**src/rtl/div_pkg.sv**
```systemverilog
// Shared types and constants for the divider front-end: default width,
// status codes and the FSM state encoding.
package div_pkg;

  localparam int DIV_WIDTH = 10;

  localparam logic [1:0] ERR_OK      = 2'b00;
  localparam logic [1:0] ERR_DVZ     = 2'b01;
  localparam logic [1:0] ERR_TIMEOUT = 2'b10;

  typedef enum logic [1:0] {
    ST_IDLE  = 2'd0,
    ST_ISSUE = 2'd1,
    ST_WAIT  = 2'd2,
    ST_RESP  = 2'd3
  } state_e;

endpackage

```
**src/rtl/div_timeout_cnt.sv**
```systemverilog
// Cycle counter for the WAIT state; tc_o flags the last permitted cycle
// (count == TIMEOUT-1) so the abort can be issued in that same cycle.
module div_timeout_cnt #(
  parameter int TIMEOUT = 64
) (
  input  logic clk,
  input  logic rst_n,
  input  logic clear_i,
  input  logic enable_i,
  output logic tc_o
);

  logic [7:0] count_q;
  logic [7:0] count_d;

  always_comb begin
    count_d = count_q;
    if (clear_i) begin
      count_d = '0;
    end else if (enable_i) begin
      count_d = count_q + 8'd1;
    end
  end

  always_ff @(posedge clk or negedge rst_n) begin
    if (!rst_n) begin
      count_q <= '0;
    end else begin
      count_q <= count_d;
    end
  end

  assign tc_o = (count_q == 8'(TIMEOUT - 1));

endmodule

```
**src/rtl/div_front.sv**
```systemverilog
// Front-end that feeds one operand pair at a time to an iterative divider,
// catches divide-by-zero locally and aborts the divider if it never answers.
module div_front
  import div_pkg::*;
#(
  parameter int WIDTH   = DIV_WIDTH,
  parameter int TIMEOUT = 64
) (
  input  logic             clk,
  input  logic             rst_n,
  input  logic             in_valid,
  output logic             in_ready,
  input  logic [WIDTH-1:0] in_a,
  input  logic [WIDTH-1:0] in_b,
  output logic             div_start,
  output logic [WIDTH-1:0] div_a,
  output logic [WIDTH-1:0] div_b,
  output logic             div_abort,
  input  logic             div_valid,
  input  logic [WIDTH-1:0] div_q,
  input  logic [WIDTH-1:0] div_r,
  output logic             out_valid,
  input  logic             out_ready,
  output logic [WIDTH-1:0] out_q,
  output logic [WIDTH-1:0] out_r,
  output logic [1:0]       out_err,
  output logic [1:0]       dbg_state
);

  // Handshakes: a transfer happens on a rising edge where valid and ready are
  // both 1; valid never depends on ready, and a pending result stays stable.
  state_e           state_q, state_d;
  logic [WIDTH-1:0] div_a_q, div_a_d;
  logic [WIDTH-1:0] div_b_q, div_b_d;
  logic [WIDTH-1:0] out_q_q, out_q_d;
  logic [WIDTH-1:0] out_r_q, out_r_d;
  logic [1:0]       out_err_q, out_err_d;
  logic             tmr_clr;
  logic             tmr_en;
  logic             tmr_tc;

  div_timeout_cnt #(
    .TIMEOUT (TIMEOUT)
  ) u_timeout_cnt (
    .clk      (clk),
    .rst_n    (rst_n),
    .clear_i  (tmr_clr),
    .enable_i (tmr_en),
    .tc_o     (tmr_tc)
  );

  always_comb begin
    state_d   = state_q;
    div_a_d   = div_a_q;
    div_b_d   = div_b_q;
    out_q_d   = out_q_q;
    out_r_d   = out_r_q;
    out_err_d = out_err_q;
    tmr_clr   = 1'b0;
    tmr_en    = 1'b0;
    case (state_q)
      ST_IDLE: begin
        if (in_valid) begin
          div_a_d = in_a;
          div_b_d = in_b;
          if (in_b == '0) begin
            out_q_d   = '0;
            out_r_d   = '0;
            out_err_d = ERR_DVZ;
            state_d   = ST_RESP;
          end else begin
            state_d = ST_ISSUE;
          end
        end
      end
      ST_ISSUE: begin
        tmr_clr = 1'b1;
        state_d = ST_WAIT;
      end
      ST_WAIT: begin
        // A completion on the terminal cycle beats the timeout.
        if (div_valid) begin
          out_q_d   = div_q;
          out_r_d   = div_r;
          out_err_d = ERR_OK;
          state_d   = ST_RESP;
        end else if (tmr_tc) begin
          out_q_d   = '0;
          out_r_d   = '0;
          out_err_d = ERR_TIMEOUT;
          state_d   = ST_RESP;
        end else begin
          tmr_en = 1'b1;
        end
      end
      ST_RESP: begin
        if (out_ready) begin
          state_d = ST_IDLE;
        end
      end
      default: state_d = ST_IDLE;
    endcase
  end

  always_ff @(posedge clk or negedge rst_n) begin
    if (!rst_n) begin
      state_q   <= ST_IDLE;
      div_a_q   <= '0;
      div_b_q   <= '0;
      out_q_q   <= '0;
      out_r_q   <= '0;
      out_err_q <= ERR_OK;
    end else begin
      state_q   <= state_d;
      div_a_q   <= div_a_d;
      div_b_q   <= div_b_d;
      out_q_q   <= out_q_d;
      out_r_q   <= out_r_d;
      out_err_q <= out_err_d;
    end
  end

  assign in_ready  = rst_n & (state_q == ST_IDLE);
  assign div_start = (state_q == ST_ISSUE);
  assign div_abort = (state_q == ST_WAIT) & ~div_valid & tmr_tc;
  assign out_valid = (state_q == ST_RESP);
  assign div_a     = div_a_q;
  assign div_b     = div_b_q;
  assign out_q     = out_q_q;
  assign out_r     = out_r_q;
  assign out_err   = out_err_q;
  assign dbg_state = state_q;

endmodule

```
**config.mk**
```make
export PLATFORM = sky130hd
export DESIGN_NAME = div_front
export DESIGN_NICKNAME = d
export VERILOG_FILES = /design/src/rtl/div_pkg.sv /design/src/rtl/div_timeout_cnt.sv /design/src/rtl/div_front.sv
export SDC_FILE = /design/constraint.sdc
export NUM_CORES = 1
export LEC_CHECK = 0
export BUFFER_PORTS_ARGS = -buffer_cell sky130_fd_sc_hd__buf_2
export CORE_MARGIN = 2
export CORE_UTILIZATION = 47
export DETAILED_ROUTE_END_ITERATION = 7
export PLACE_DENSITY = 0.79
export SYNTH_ARGS = -nofsm -noshare
export SYNTH_HDL_FRONTEND = slang
export SYNTH_SLANG_ARGS = --single-unit
```
**constraint.sdc**
```tcl
create_clock -name clk -period 2.7 [get_ports clk]
set_input_delay 0.135 -clock clk [delete_from_list [all_inputs] [get_ports clk]]
set_output_delay 0.135 -clock clk [all_outputs]
set_load 0.01 [all_outputs]
```
# Yosys cells after proc, flatten, opt, wreduce, memory -nomap -nowiden
# Cells that the tools add are included.
word_totals:
  wordCells: 51
  reg_bits: 52
  out_inout_bits: 48
op_classes:
  mux: 24
  addsub: 1
  bitwise: 4
  n_eq_ne: 8
  n_reduce_logical: 7
op_table:
  columns: ["cell", "count"]
  rows:
  - ["two-way mux 10 bit", 5]
  - ["case mux 10 bit (2 select lines)", 2]
  - ["two-way mux 2 bit", 9]
  - ["two-way mux 8 bit", 2]
  - ["zero test 10 bit", 1]
  - ["adder 8 x 1 -> 8 bit, second input constant", 1]
  - ["== test 8 x 6 -> 1 bit, second input constant", 1]
  - ["case mux 2 bit (4 select lines)", 1]
  - ["== test 2 bit, second input constant", 2]
  - ["two-way mux 1 bit", 4]
  - ["!= test 2 bit, second input constant", 2]
  - ["case mux 2 bit (2 select lines)", 1]
  - ["AND reduction 4 bit", 1]
  - ["nonzero test 2 bit", 2]
  - ["AND 1 bit", 3]
  - ["!= test 3 bit, second input constant", 1]
  - ["AND reduction 3 bit", 1]
  - ["== test 2 x 1 -> 1 bit, second input constant", 1]
  - ["zero test 2 bit", 1]
  - ["!= test 2 x 1 -> 1 bit, second input constant", 1]
  - ["AND reduction 2 bit", 1]
  - ["NOT 1 bit", 1]

# Logic depth before layout (Yosys ltp)
logic_depth:
  ltp_word: 6
  ltp_mapped: 8
  mapped_depth_nobuf: 6

# By module
# Synthesis repeated with hierarchy kept, for this count alone.
hier_totals:
  hier_cells: 164
  hier_area_um2: 2205.9
modules_own_cells:
  columns: ["mod", "seq_area_each_um2", "area_per_inst_um2", "n_inst", "cells_each"]
  rows:
  - ["div_front", 1101.1, 1815.5, 1, 125]
  - ["div_timeout_cnt", 200.2, 390.4, 1, 39]

# Least setup slack after synthesis
# OpenSTA, ideal clock, no wires.
synth_timing:
  path_kind: "register to register"
  start: "reg u_timeout_cnt.count_q[0]"
  end: "reg out_err_q[1], in the netlist out_err[1]"
  path_stages_with_launch: 7
  path_buffers: 1
  setup_ps: 121
  required_time_ps: 2579
  setup_slack_ps: 817
  arrival_ps: 1762
  path_cell_list: "dfrtp_1 > ha_1 > or3b_4 > o21ai_4 > a21bo_4 > buf_6 > a22o_1"
synth_between:
  elab_chain_cells: 3
synth_lines:
  columns: ["item", "line_no", "text"]
  rows:
  - ["start, declared", "div_timeout_cnt.sv:13", "logic [7:0] count_q;"]
  - ["start signal, assigned", "div_timeout_cnt.sv:29", "count_q <= count_d;"]
  - ["== test 8 x 6 -> 1 bit", "div_timeout_cnt.sv:33", "assign tc_o = (count_q == 8'(TIMEOUT - 1));"]
  - ["!= test 3 bit (no source line)", null, null]
  - ["AND reduction 4 bit (no source line)", null, null]
  - ["end signal, assigned", "div_front.sv:119", "out_err_q <= out_err_d;"]
  - ["end, declared", "div_front.sv:37", "logic [1:0] out_err_q, out_err_d;"]
# No other way between the ends.
# A chain may end at the register's enable or synchronous reset.

# Final worst setup path
layout_timing:
  start: "reg u_timeout_cnt.count_q[0]"
  end: "out div_abort"
layout_between:
  elab_chain_cells: 2
layout_lines:
  columns: ["item", "line_no", "text"]
  rows:
  - ["== test 8 x 6 -> 1 bit", "div_timeout_cnt.sv:33", null]
  - ["AND 1 bit", "div_front.sv:125", "assign div_abort = (state_q == ST_WAIT) & ~div_valid & tmr_tc;"]
  - ["end, declared", "div_front.sv:18", "output logic div_abort,"]
# No other way between the ends.

==> insert_results.sql <==
INSERT INTO impl_metrics (metric_group, metric, value, unit) VALUES
('routing', 'via_count', '1671', ''),
('sta', 'endpoints_failing_setup', '0', ''),
('synthesis', 'flip_flop_and_latch_count_after_synthesis', '52', ''),
('routing', 'final_antenna_net_count', '0', ''),
('worst_setup_path', 'required', '2.57', 'ns'),
('sta', 'layout_worst_path_cycle_share', '0.802', ''),
('place', 'preCtsSetupSlack', '0.719', 'ns'),
('floorplan', 'overall_die_area', '5310', 'um^2'),
('sta', 'fin_crit', '2.17', 'ns'),
('floorplan', 'chipHeight', '72.9', 'um'),
('cts', 'clockRootBuffer', 'sky130_fd_sc_hd__clkbuf_8', ''),
('status', 'status', 'finished clean', ''),
('global_route', 'number_of_antenna_violations_at_the_first_check_in_global_routing', '0', ''),
('cts', 'clock_tree_from_tritoncts', 'done', ''),
('sta', 'timing.clock.skew', '0.00917', 'ns'),
('synthesis', 'synth.distinct_cells', '36', ''),
('sta', 'timing.final.hold_violations', '0', ''),
('sta', 'max_clock_freq', '0.462', 'GHz'),
('sta', 'maxSlewViolCount', '0', ''),
('cts', 'htree_levels', '2', ''),
('synthesis', 'netlist_instances', '165', ''),
('pwr', 'power.density', '1060', 'nW/um^2'),
('final_layout', 'num_antenna_cells', '0', ''),
('sta', 'final_critical_path_setup_slack', '0.533', 'ns'),
('cts', 'cts.clk_slew.worst_paths', '0.10', 'ns'),
('worst_setup_path', 'worstPathArrival', '2.03', 'ns'),
('routing', 'drc_errors', '0', ''),
('synthesis', 'syn_nets', '216', ''),
('worst_setup_path', 'path_class', 'reg2out', ''),
('sta', 'rsz0062_at_grt', 'false', ''),
('routing', 'detailedRoute.firstIterationViolations', '88', ''),
('sta', 'max-slew-margin-rel', '0.577', ''),
('final_layout', 'post_route_cells_drive_above_1_share', '0.490', ''),
('job', 'max_cap_viol_count', '0', ''),
('routing', 'detail_route.wirelength', '4.64', 'mm'),
('pwr', 'total_leakage_power', '0.00147', 'uW'),
('cts', 'cts-hold-fix-buffers', '1', ''),
('floorplan', 'design.core.area', '4660', 'um^2'),
('routing', 'avgRoutedWirePerCell', '14.7', 'um'),
('floorplan', 'die_width', '72.9', 'um'),
('routing', 'vias_per_cell', '5.30', ''),
('pwr', 'ir_drop', '0.000610', 'V'),
('cts', 'numClockSinks', '52', ''),
('synthesis', 'syn_std_cell_area', '2230', 'um^2'),
('routing', 'firstDrtPassIters', '4', ''),
('cts', 'cts_max_path_bufs', '2', ''),
('cts', 'worst_skew_pair.late_latency', '0.31', 'ns'),
('floorplan', 'io_pins', '93', ''),
('global_route', 'grt_pass1_wl', '7.40', 'mm'),
('final_layout', 'area_growth', '27.1', '%'),
('place', 'dp.final_hpwl', '3.39', 'mm'),
('global_route', 'grt_pass1_vias', '1628', ''),
('place', 'number_of_buffers_inserted_by_port_buffering', '92', ''),
('synthesis', 'yosys_warnings', '0', ''),
('worst_setup_path', 'critical_path_peak_fanout', '4', ''),
('floorplan', 'initial_utilization', '0.478', ''),
('worst_setup_path', 'worst_setup_ep_type', 'primary output', ''),
('cts', 'cts_made_buffers', '5', ''),
('global_route', 'globalRouteOverflowTotal', '0', ''),
('final_layout', 'nNetsFinal', '311', ''),
('synthesis', 'synth-seq-area-share', '0.584', ''),
('worst_hold_path', 'timing.hold.worst.class', 'in2reg', ''),
('synthesis', 'synth_area_per_cell', '13.5', 'um^2'),
('sta', 'pin_slew_with_the_least_headroom_to_its_limit', '0.634', 'ns'),
('sta', 'tns', '0', 'ns'),
('place', 'gp_routability_congestion', '0.769', ''),
('global_route', 'maximum_number_of_pins_on_one_net_before_global_route_repair', '53', ''),
('cts', 'post_cts_resized', '0', ''),
('global_route', 'track_usage', '0.181', ''),
('floorplan', 'row_count', '25', ''),
('cts', 'post_cts_buffers', '0', ''),
('worst_setup_path', 'cp-start-kind', 'flip-flop', '');
## report_power, final
group | leakage (uW) | switching [uW] | internal, uW
Sequential | 0.000657 | 173 | 1100
Clock | 0.0000445 | 268 | 185
Combinational | 0.000769 | 625 | 644
## synth_stat cells
library cell,count,area share
sky130_fd_sc_hd__o211ai_1,3,0.010
sky130_fd_sc_hd__and4_1,1,0.0039
sky130_fd_sc_hd__a21bo_4,1,0.0073
sky130_fd_sc_hd__and4b_1,2,0.0090
sky130_fd_sc_hd__nand4_1,3,0.0084
sky130_fd_sc_hd__a21boi_0,1,0.0034
sky130_fd_sc_hd__clkbuf_1,3,0.0051
sky130_fd_sc_hd__o221a_2,1,0.0051
sky130_fd_sc_hd__o21ai_4,1,0.0073
sky130_fd_sc_hd__and2_1,1,0.0028
sky130_fd_sc_hd__ha_1,6,0.034
sky130_fd_sc_hd__a21oi_1,2,0.0045
sky130_fd_sc_hd__o21ai_0,1,0.0022
sky130_fd_sc_hd__buf_6,2,0.010
sky130_fd_sc_hd__mux2_2,20,0.10
sky130_fd_sc_hd__a311o_1,1,0.0045
sky130_fd_sc_hd__nand4b_1,1,0.0039
sky130_fd_sc_hd__a41oi_1,1,0.0039
sky130_fd_sc_hd__xor2_1,6,0.024
sky130_fd_sc_hd__and3_1,1,0.0028
sky130_fd_sc_hd__inv_1,4,0.0067
sky130_fd_sc_hd__nand3_1,2,0.0045
sky130_fd_sc_hd__nor2_1,9,0.015
sky130_fd_sc_hd__buf_2,2,0.0045
sky130_fd_sc_hd__or2_2,1,0.0028
sky130_fd_sc_hd__or3_1,1,0.0028
sky130_fd_sc_hd__a22o_1,21,0.083
sky130_fd_sc_hd__or3b_4,1,0.0051
sky130_fd_sc_hd__nor4_1,2,0.0056
sky130_fd_sc_hd__nor3_1,1,0.0022
sky130_fd_sc_hd__mux2i_1,3,0.013
sky130_fd_sc_hd__nor2b_1,2,0.0056
sky130_fd_sc_hd__nand2_1,4,0.0067
sky130_fd_sc_hd__dfrtp_1,52,0.58
sky130_fd_sc_hd__nor4b_1,1,0.0039
sky130_fd_sc_hd__buf_1,1,0.0017
## sequential cells by signal (all words and copies together), names as in the netlist
signal and count:
out_r 10, out_err 2, dbg_state 2, u_timeout_cnt.count_q 8
div_b 10, div_a 10, out_q 10
## path summary, 6_finish.rpt
path | start | endpoint | slack, ns | cells past startpoint
worst max-delay path | u_timeout_cnt.count_q[0] | div_abort | 0.53 | 4
worst min-delay path | div_r[3] | out_r[3] | 0.04 | 2
worst max register to register | u_timeout_cnt.count_q[0] | out_r[7] | 0.69 | 5
worst min register to register | out_r[5] | out_r[5] | 0.51 | 1
max in group asynchronous | rst_n | u_timeout_cnt.count_q[5] | 1.80 | 3
min in group asynchronous | rst_n | out_q[2] | 0.48 | 3
## worst max-delay path, stage by stage (launching register included)
cell and delay, ns:
sky130_fd_sc_hd__dfrtp_1 0.41, sky130_fd_sc_hd__ha_1 0.23, sky130_fd_sc_hd__or3b_4 0.42, sky130_fd_sc_hd__nor4b_1 0.45
sky130_fd_sc_hd__buf_2 0.22
## cell usage in the layout, fill, tap and decap left out, types with 2 or more instances in the layout
cell type                  netlist  layout
sky130_fd_sc_hd__a22o_1         21      21
sky130_fd_sc_hd__clkbuf_8        0       5
sky130_fd_sc_hd__ha_1            6       6
sky130_fd_sc_hd__buf_2           2      92
sky130_fd_sc_hd__nand2_1         4       4
sky130_fd_sc_hd__and4b_1         2       2
sky130_fd_sc_hd__nor4_1          2       2
sky130_fd_sc_hd__mux2_2         20      20
sky130_fd_sc_hd__nand4_1         3       3
sky130_fd_sc_hd__buf_4           0       3
sky130_fd_sc_hd__o211ai_1        3       3
sky130_fd_sc_hd__a21oi_1         2       2
sky130_fd_sc_hd__inv_1           4       4
sky130_fd_sc_hd__xor2_1          6       6
sky130_fd_sc_hd__nor2b_1         2       2
sky130_fd_sc_hd__mux2i_1         3       3
sky130_fd_sc_hd__nor2_1          9       9
sky130_fd_sc_hd__nand3_1         2       2
sky130_fd_sc_hd__dfrtp_1        52      52
## routing by layer
metal | track usage | part of all wire
met4 | 0.0432 | 0.0095
met3 | 0.0483 | 0.055
met1 | 0.235 | 0.44
met5 | 0 | 0
met2 | 0.304 | 0.49
## per-stage QoR
step	util	hold WS, ns	instance area, um^2	instances	total power, uW
finish	0.608	0.0403	2830	315	3000
global route	0.608	0.0274	2830	315	3210
CTS	0.608	0.0349	2830	315	3030
detailed placement	0.586	0.312	2730	306	2580
global placement	0.586	0.303	2730	306	2530
floorplan	-	-0.161	2230	165	2080
## logic make-up after synthesis
| kind of cell | after synthesis | synth area share |
|---|---|---|
| AOI/OAI and AO/OA | 33 | 0.131 |
| xor gates and xnor gates | 6 | 0.0236 |
| adders and majority gates | 6 | 0.0337 |
| buffers and inverters | 12 | 0.0281 |
| muxes | 23 | 0.115 |
| and+or+nand+nor | 33 | 0.0853 |
| DFF | 52 | 0.584 |
## layout make-up
type	count	area [um^2]
fill	392	1830
sequential	52	1300
multi-input combinational	101	865
timing repair buffer	96	493
clock buffer	5	68.8
tap	54	67.6
clock inverter	3	21.3
inverter	4	15.0
Note: power is estimated with default switching activity, not from simulation.
